<file path="src/rtl/vdc_32bit.sv">
// vdc_32bit: van der Corput sequence generator, radix BASE, unsigned Q0.32 output.
// Each pop advances a 32-bit count and computes vdc(count+1). The computation
// runs in two phases. First, the digits are peeled off least-significant first
// onto a stack. Then they are folded back most-significant first, dividing by
// BASE at every step. Flooring at each step of that fold is exact: an integer
// added before the next divide cannot change the final floor.
module vdc_32bit #(
  parameter int BASE = 2
) (
  input  logic        clk,
  input  logic        rst_n,
  input  logic        pop_enable,
  input  logic [31:0] seed,
  input  logic        reseed_enable,
  output logic [31:0] vdc_out,
  output logic        valid,
  output logic        busy
);

  // Number of base-b digits needed to write 2^32-1; guarded so an illegal
  // radix reaches the elaboration check below instead of looping forever.
  function automatic int calc_digits(input int b);
    longint unsigned v;
    int c;
    if (b < 2) return 1;
    v = 64'hFFFF_FFFF;
    c = 0;
    while (v != 0) begin
      v = v / 64'(b);
      c++;
    end
    return c;
  endfunction

  localparam int MAX_DIGITS = calc_digits(BASE);
  localparam int DW  = (BASE < 2) ? 1 : $clog2(BASE);
  localparam int AW  = 32 + DW;
  localparam int IW  = $clog2(MAX_DIGITS);
  localparam int SPW = $clog2(MAX_DIGITS + 1);
  localparam logic [31:0]   BASE_K = 32'(BASE);
  localparam logic [AW-1:0] BASE_A = AW'(BASE);

  if (BASE < 2 || BASE > 64) begin : g_base_check
    $error("vdc_32bit: BASE must lie in 2..64");
  end

  typedef enum logic [1:0] {IDLE, EXTRACT, ACCUM, DONE} state_t;

  state_t         state;
  logic [31:0]    count;
  logic [31:0]    quot;
  logic [31:0]    acc;
  logic [SPW-1:0] sp;
  logic [DW-1:0]  stack [MAX_DIGITS];

  logic [31:0]    next_count;
  logic [31:0]    next_quot;
  logic [DW-1:0]  low_digit;
  logic [DW-1:0]  top_digit;
  logic [AW-1:0]  acc_sum;
  logic [AW-1:0]  acc_div;

  // Datapath: next count, digit split of the quotient, and one fold step.
  // acc_sum is kept at full width so nothing is lost before the divide.
  always_comb begin
    next_count = count + 32'd1;
    next_quot  = quot / BASE_K;
    low_digit  = DW'(quot % BASE_K);
    top_digit  = stack[IW'(sp - SPW'(1))];
    acc_sum    = {top_digit, 32'd0} + {{DW{1'b0}}, acc};
    acc_div    = acc_sum / BASE_A;
  end

  // Control FSM and all registers. The result and the valid flag are loaded
  // on the edge that enters DONE, so they are both visible during the DONE cycle.
  always_ff @(posedge clk) begin
    if (!rst_n) begin
      state   <= IDLE;
      count   <= '0;
      quot    <= '0;
      acc     <= '0;
      sp      <= '0;
      vdc_out <= '0;
      valid   <= 1'b0;
      for (int i = 0; i < MAX_DIGITS; i++) stack[i] <= '0;
    end else if (reseed_enable) begin
      state <= IDLE;
      count <= seed;
      quot  <= '0;
      acc   <= '0;
      sp    <= '0;
      valid <= 1'b0;
      for (int i = 0; i < MAX_DIGITS; i++) stack[i] <= '0;
    end else begin
      valid <= 1'b0;
      case (state)
        IDLE: begin
          if (pop_enable) begin
            count <= next_count;
            quot  <= next_count;
            acc   <= '0;
            sp    <= '0;
            if (next_count == 32'd0) begin
              vdc_out <= '0;
              valid   <= 1'b1;
              state   <= DONE;
            end else begin
              state <= EXTRACT;
            end
          end
        end
        EXTRACT: begin
          stack[IW'(sp)] <= low_digit;
          sp   <= sp + SPW'(1);
          quot <= next_quot;
          if (next_quot == 32'd0) state <= ACCUM;
        end
        ACCUM: begin
          acc <= 32'(acc_div);
          sp  <= sp - SPW'(1);
          if (sp == SPW'(1)) begin
            vdc_out <= 32'(acc_div);
            valid   <= 1'b1;
            state   <= DONE;
          end
        end
        DONE: state <= IDLE;
        default: state <= IDLE;
      endcase
    end
  end

  assign busy = (state != IDLE);

endmodule

</file>
<file path="config.mk">
export PLATFORM = sky130hd
export DESIGN_NAME = vdc_32bit
export DESIGN_NICKNAME = d
export VERILOG_FILES = /design/src/rtl/vdc_32bit.sv
export SDC_FILE = /design/constraint.sdc
export NUM_CORES = 1
export LEC_CHECK = 0
export CORE_UTILIZATION = 38
export CTS_CLUSTER_DIAMETER = 30
export CTS_CLUSTER_SIZE = 14
export DETAILED_ROUTE_END_ITERATION = 7
export PLACE_DENSITY = 0.61
export SLEW_MARGIN = 40
export SYNTH_ARGS = -nofsm -noshare
export SYNTH_HDL_FRONTEND = slang
export SYNTH_SLANG_ARGS = --single-unit
</file>
<file path="constraint.sdc">
create_clock -name clk -period 3.9 [get_ports clk]
set_clock_uncertainty 0.15 [all_clocks]
set_input_delay 0.585 -clock clk [delete_from_list [all_inputs] [get_ports clk]]
set_output_delay 0.585 -clock clk [all_outputs]
set_load 0.005 [all_outputs]
</file>
==> results of run 1 <==
[registers in the layout (all words and copies together) (netlist names)]
name and count:
state 2, acc 31, stack 32, vdc_out 32, sp 6, count 32, valid 1, quot 32
[area by class of cell]
class / count / share of cell area [%]
tap: 319 / 3.83
clock inverter: 15 / 1.68
sequential: 168 / 33.7
multi-input combinational: 812 / 48.3
clock buffer: 17 / 4.08
inverter: 11 / 0.396
timing repair buffer: 88 / 8.05
[logic make-up (layout without fill, tap and decap cells)]
kind of cell	after synthesis	in the layout
AND/OR/NAND/NOR	482	482
AO/OA/AOI/OAI	208	208
flip-flops	168	168
buffers and inverters	110	131
XOR/XNOR	61	61
multiplexers	52	52
adder cells (fa/ha/maj)	9	9
[cells in the final DEF, fill, tap and decap left out, drive strengths merged, types with 19 or more instances in the layout]
| master | instances |
|---|---|
| nor2 | 86 |
| nor4 | 22 |
| nand4 | 27 |
| xor2 | 22 |
| inv | 19 |
| dfxtp | 153 |
| mux2i | 44 |
| xnor2 | 39 |
| o211ai | 27 |
| nor3 | 21 |
| buf | 21 |
| nand3 | 71 |
| nand2 | 161 |
| a22oi | 31 |
| and2 | 32 |
| a21oi | 48 |
| clkdlybuf4s50 | 67 |
| o21ai | 60 |
[power by group]
part / switching (mW) / internal [mW]
Combinational: 0.253 / 0.165
Clock: 0.817 / 0.870
Sequential: 0.0596 / 1.78
Total: 1.13 / 2.81
[worst register-to-register path: cells and delay by family (launching register included)]
kind | cells | cell delay [ns]
and+or+nand+nor | 4 | 1.14
AOI/OAI and AO/OA | 2 | 0.79
adders and majority gates | 1 | 0.40
muxes | 1 | 0.25
buffers and inverters | 1 | 0.24
DFF | 1 | 0.45
[per-layer routing]
layer / wire [um] / vias up
li1: - / 3885
met1: 10600 / 3560
met2: 9820 / 175
met3: 878 / 16
met4: 218 / 0
met5: 0 / -
[how the worst min path moves through the flow]
stage,end,slack (ns),cells past startpoint,from
floorplan,quot[30],0.29,2,quot[30]
global placement,vdc_out[1],0.29,2,vdc_out[1]
detailed placement,vdc_out[28],0.30,2,vdc_out[28]
CTS,vdc_out[11],0.31,2,vdc_out[11]
global route,vdc_out[27],0.33,2,vdc_out[27]
finish,vdc_out[26],0.31,2,vdc_out[26]
[metrics by stage]
step                      total power, mW  area [sq um]  worst slack [ns]  std cells
after floorplan                      2.18          9190             0.981       1090
after global placement               2.29          9820             0.640       1398
after detailed placement             2.29          9820             0.477       1398
after CTS                            3.98         10400             0.462       1430
after global routing                 4.11         10400             0.131       1430
final                                3.94         10400             0.425       1430
==> run metrics, run 1 <==
flop2flop setup slack=0.42 ns; fillcell total=between 2000 and 2500; DR pass1 iterations=5; met1 usage=26.0%; pwr/cell area=around 380 nW/um^2; CP startpoint kind=flop; routability cong.=0.878; Yosys top cell area share=33.3%; Initial Util=38.9%; Mapped Area=9190 sq um; Crit Reg-Reg Startpoint=count[0]; max_cap viols=0; GRT met2 Usage=27.5%; most frequent cell after synthesis=nand2_1; WS Path Type=flop to flop; Synth top cells by count=nand2_1, dfxtp_1, nor2_1; first-pass GRT wire length=~36000 um; num ports=70; clock sink count=about 170; Layout area overhead=13.5%; crit-path max FO=32; net count after synthesis=1135; ANT nets after route=0; drt total wl=around 22000 um; die area=24800 sq um; Final Util=44.1%; clk slew on worst S/H paths=0.08 ns; chip height=~160 um; IO Port Bufs=69; status=complete, no violations; Arr. time, crit path=~3.7 ns; RSZ-0062 raised after global routing=false; gr busiest metal=met2; met3 Use GR=3.06%; Worst Reg-to-Reg Cells=9; max incr delay on CP=0.56 ns; Core Area=23600 sq um; worst hold slack=slightly above 0.3 ns; Hold WC Path Type=flop to flop; Max Root-Sink Buffers=2; leakage power=approximately 3.4 nW; DR vias/cell=5.34; Critical Path Sink Type=flop; Mean Syn Cell Area=~8.4 sq um; postcts setup bufs=0; slowest CP cell=o41ai_1; post-synth cell types=74; Total GRT Usage=18.0%; share of layout cells above drive strength 1=8.01%; CTS tree=done; die width=157 um; FMAX=288 MHz; DR iter-0 viols=550; adder and majority cell fraction of the synthesized area=1.23%; post_cts resized=0; area of the multi-input gates=5030 sq um; CP top delay family=simple AND/OR/NAND/NOR gates; H-tree depth=4; Seq/Total Area, Yosys=a little under two fifths; initial antenna violation count=0; Crit path depth=9; Slew @ Worst Pin=approximately 0.75 ns; simple-gate area share of the yosys netlist=between 20% and 30%; largest family of logic cells by synthesized area=simple AND/OR/NAND/NOR gates; peak supply drop=0.256 mV; CP cell instances=ha_1 -> and4_1 -> nand3_1 -> o41ai_1 -> nand4_1 -> nor4b_2 -> a31o_2 -> buf_12 -> mux2i_1; FF+latch area=3510 sq um; largest net degree at the start of global routing=just under 100; Critical Path Start=count[0]; Clk Latency, worst-skew pair=0.43 ns; EDFF count, synth=15; period utilization=89.1%; crit path to=vdc_out[4]; compound-gate portion of the synthesized area=14.5%; leading area contributor after synthesis=dfxtp_1; Reg2Reg Capture Point=vdc_out[4]; Yosys reg bits=~170; routed length per placed instance=15.0 um; final critical-path required period=approximately 3.5 ns; vias in the first global route=roughly 7000; GRT Residual Overflow=0; # diodes=0; post-DP HPWL=14600 um; Top FF cell, synth=dfxtp_1; Post-CTS Hold Fix Bufs=0; row count=56; mux contribution to synthesized area=approximately 6.8%; vias=7636; Final Hold Fails=0; setup violators final=0; Root Driver=clkbuf_16; Synth Instances=1090; ys async rst share=0%; Max Slew Vio Count=0; TritonCTS buffer count=17; DRC=0; Buf/Inv on CP=1; Final TNS setup=0 ns; Slew headroom=50.1%; top post-synthesis cells by area=dfxtp_1, nand2_1, edfxtp_1, mux2i_1, nand3_1; Warnings, synthesis=0; nets=1143; XOR/XNOR Fraction of Synth Area=5.82%; Critical Path RT=4.11 ns
No activity file was read; power rests on OpenSTA's default activity.
==> run 2: changes to the inputs <==
--- a/config.mk
+++ b/config.mk
@@ -10,7 +10,6 @@
 export CTS_CLUSTER_SIZE = 14
 export DETAILED_ROUTE_END_ITERATION = 7
 export PLACE_DENSITY = 0.61
-export SLEW_MARGIN = 40
 export SYNTH_ARGS = -nofsm -noshare
 export SYNTH_HDL_FRONTEND = slang
 export SYNTH_SLANG_ARGS = --single-unit
==> run 2 against run 1 <==
  * Sequential power barely moved
  * Via count fell by 0.24%
  * Critical endpoint unchanged
  * Final cell count did not move
==> run metrics, run 2 (synthesis results as in run 1) <==
Clk Latency, worst-skew pair=0.43 ns (about the same); pwr/cell area=378 nW/um^2 (about the same); vias in the first global route=6990 (unchanged); Critical Path Sink Type=flop; worst hold slack=0.308 ns (+0.00132 ns); first-pass GRT wire length=35900 um (unchanged); status=complete, no violations; most frequent cells in the layout=nand2_1, dfxtp_1, nor2_1, nand3_1, clkdlybuf4s50_1; chip height=157 um (unchanged); Post-CTS Hold Fix Bufs=0 (unchanged); DR iter-0 viols=516 (-6.2%); num ports=70 (unchanged); setup violators final=0 (unchanged); period utilization=89.2% (+0.097 points); leakage power=3.44 nW (about the same); routed length per placed instance=15.0 um (-0.48%); Slew @ Worst Pin=0.876 ns (+0.128 ns); Slew headroom=41.6% (-8.5 points); row count=56 (unchanged); routability cong.=0.878 (unchanged); clk slew on worst S/H paths=0.08 ns (about the same); Layout area overhead=13.4% (about the same); peak supply drop=0.256 mV (+0.13%); max_cap viols=0 (unchanged); post_cts resized=0 (unchanged); die area=24800 sq um (unchanged); die width=157 um (unchanged); initial antenna violation count=0 (unchanged); share of layout cells above drive strength 1=8.01% (unchanged); Max Slew Vio Count=0 (unchanged); Core Area=23600 sq um (unchanged); final critical-path required period=3.48 ns (+0.00377 ns); CP startpoint kind=flop; TritonCTS buffer count=17 (unchanged); Root Driver=clkbuf_16; # diodes=0 (unchanged); clock sink count=168 (unchanged); Final TNS setup=0 ns (unchanged); drt total wl=21400 um (-0.48%); postcts setup bufs=0 (unchanged); Critical Path RT=4.11 ns (about the same); DR pass1 iterations=5 (unchanged); H-tree depth=4 (unchanged); IO Port Bufs=69 (unchanged); DR vias/cell=5.33 (-0.24%); DRC=0 (unchanged); fin area=10400 sq um (about the same); nets=1143 (unchanged); FMAX=287 MHz (-0.11%); Initial Util=38.9% (unchanged); RSZ-0062 raised after global routing=false; vias=7618 (-0.24%); Cell Area, Placed=9820 sq um (unchanged); Total GRT Usage=18.0% (unchanged); Max Root-Sink Buffers=2 (unchanged); GRT Residual Overflow=0 (unchanged); ANT nets after route=0 (unchanged); commonest non-fill, non-tap cell in the layout=nand2_1; total chip power=3.94 mW (about the same); WS Path Type=flop to flop; Final Hold Fails=0 (unchanged); post-DP HPWL=14600 um (unchanged); CTS tree=done; Arr. time, crit path=3.69 ns (about the same); Hold WC Path Type=flop to flop; largest net degree at the start of global routing=97 (unchanged); crit-path max FO=32 (unchanged)
## run 2: cell count changes in the layout (fill, tap and decap cells not counted)
cell	before	now
buf_4	17	18
buf_6	1	0
## run 2: worst max-delay path: stages, from the launching register on
cell     delay [ns]
dfxtp_1        0.45
ha_1           0.40
and4_1         0.33
nand3_1        0.35
o41ai_1        0.56
nand4_1        0.21
nor4b_2        0.26
a31o_2         0.22
buf_12         0.24
mux2i_1        0.22
## run 2: metal layers
metal | wire length (um) | vias to the layer above | share of wire (%) | track usage (%)
met1 | 10600 | 3553 | 49 | 26.0
met2 | 9770 | 163 | 46 | 27.5
li1 | - | 3886 | - | -
met3 | 842 | 16 | 3.9 | 3.06
met5 | 0 | - | 0 | 0
met4 | 220 | 0 | 1.0 | 4.90
## run 2: path summary, 6_finish.rpt
| path | from | to | slack (ns) | depth (start not counted) |
|---|---|---|---|---|
| max reg2reg | count[0] | vdc_out[4] | 0.42 | 9 |
| min reg2reg | vdc_out[26] | vdc_out[26] | 0.31 | 2 |
| max | count[0] | vdc_out[4] | 0.42 | 9 |
| min | vdc_out[26] | vdc_out[26] | 0.31 | 2 |
## run 2: stage by stage
stage	utilization (%)	worst slack [ns]	instances
finish	44.1	0.421	1430
global route	44.1	0.131	1430
CTS	44.1	0.462	1430
detailed placement	41.6	0.477	1398
global placement	41.6	0.640	1398
floorplan	-	0.981	1090
## run 2: power breakdown
group	switching (mW)	leakage [nW]	total [mW]	internal [mW]
clock	0.816	0.291	1.69	0.870
sequential	0.0595	1.41	1.83	1.78
combinational	0.252	1.74	0.416	0.164
## run 2: final cells by class
type                    instances  area [sq um]
repair buffers                 88           836
inverters                      11          41.3
clock inverters                15           175
fillers                      2431         13200
well taps                     319           399
clock buffers                  17           425
multi-input cells             812          5030
flip-flops and latches        168          3510
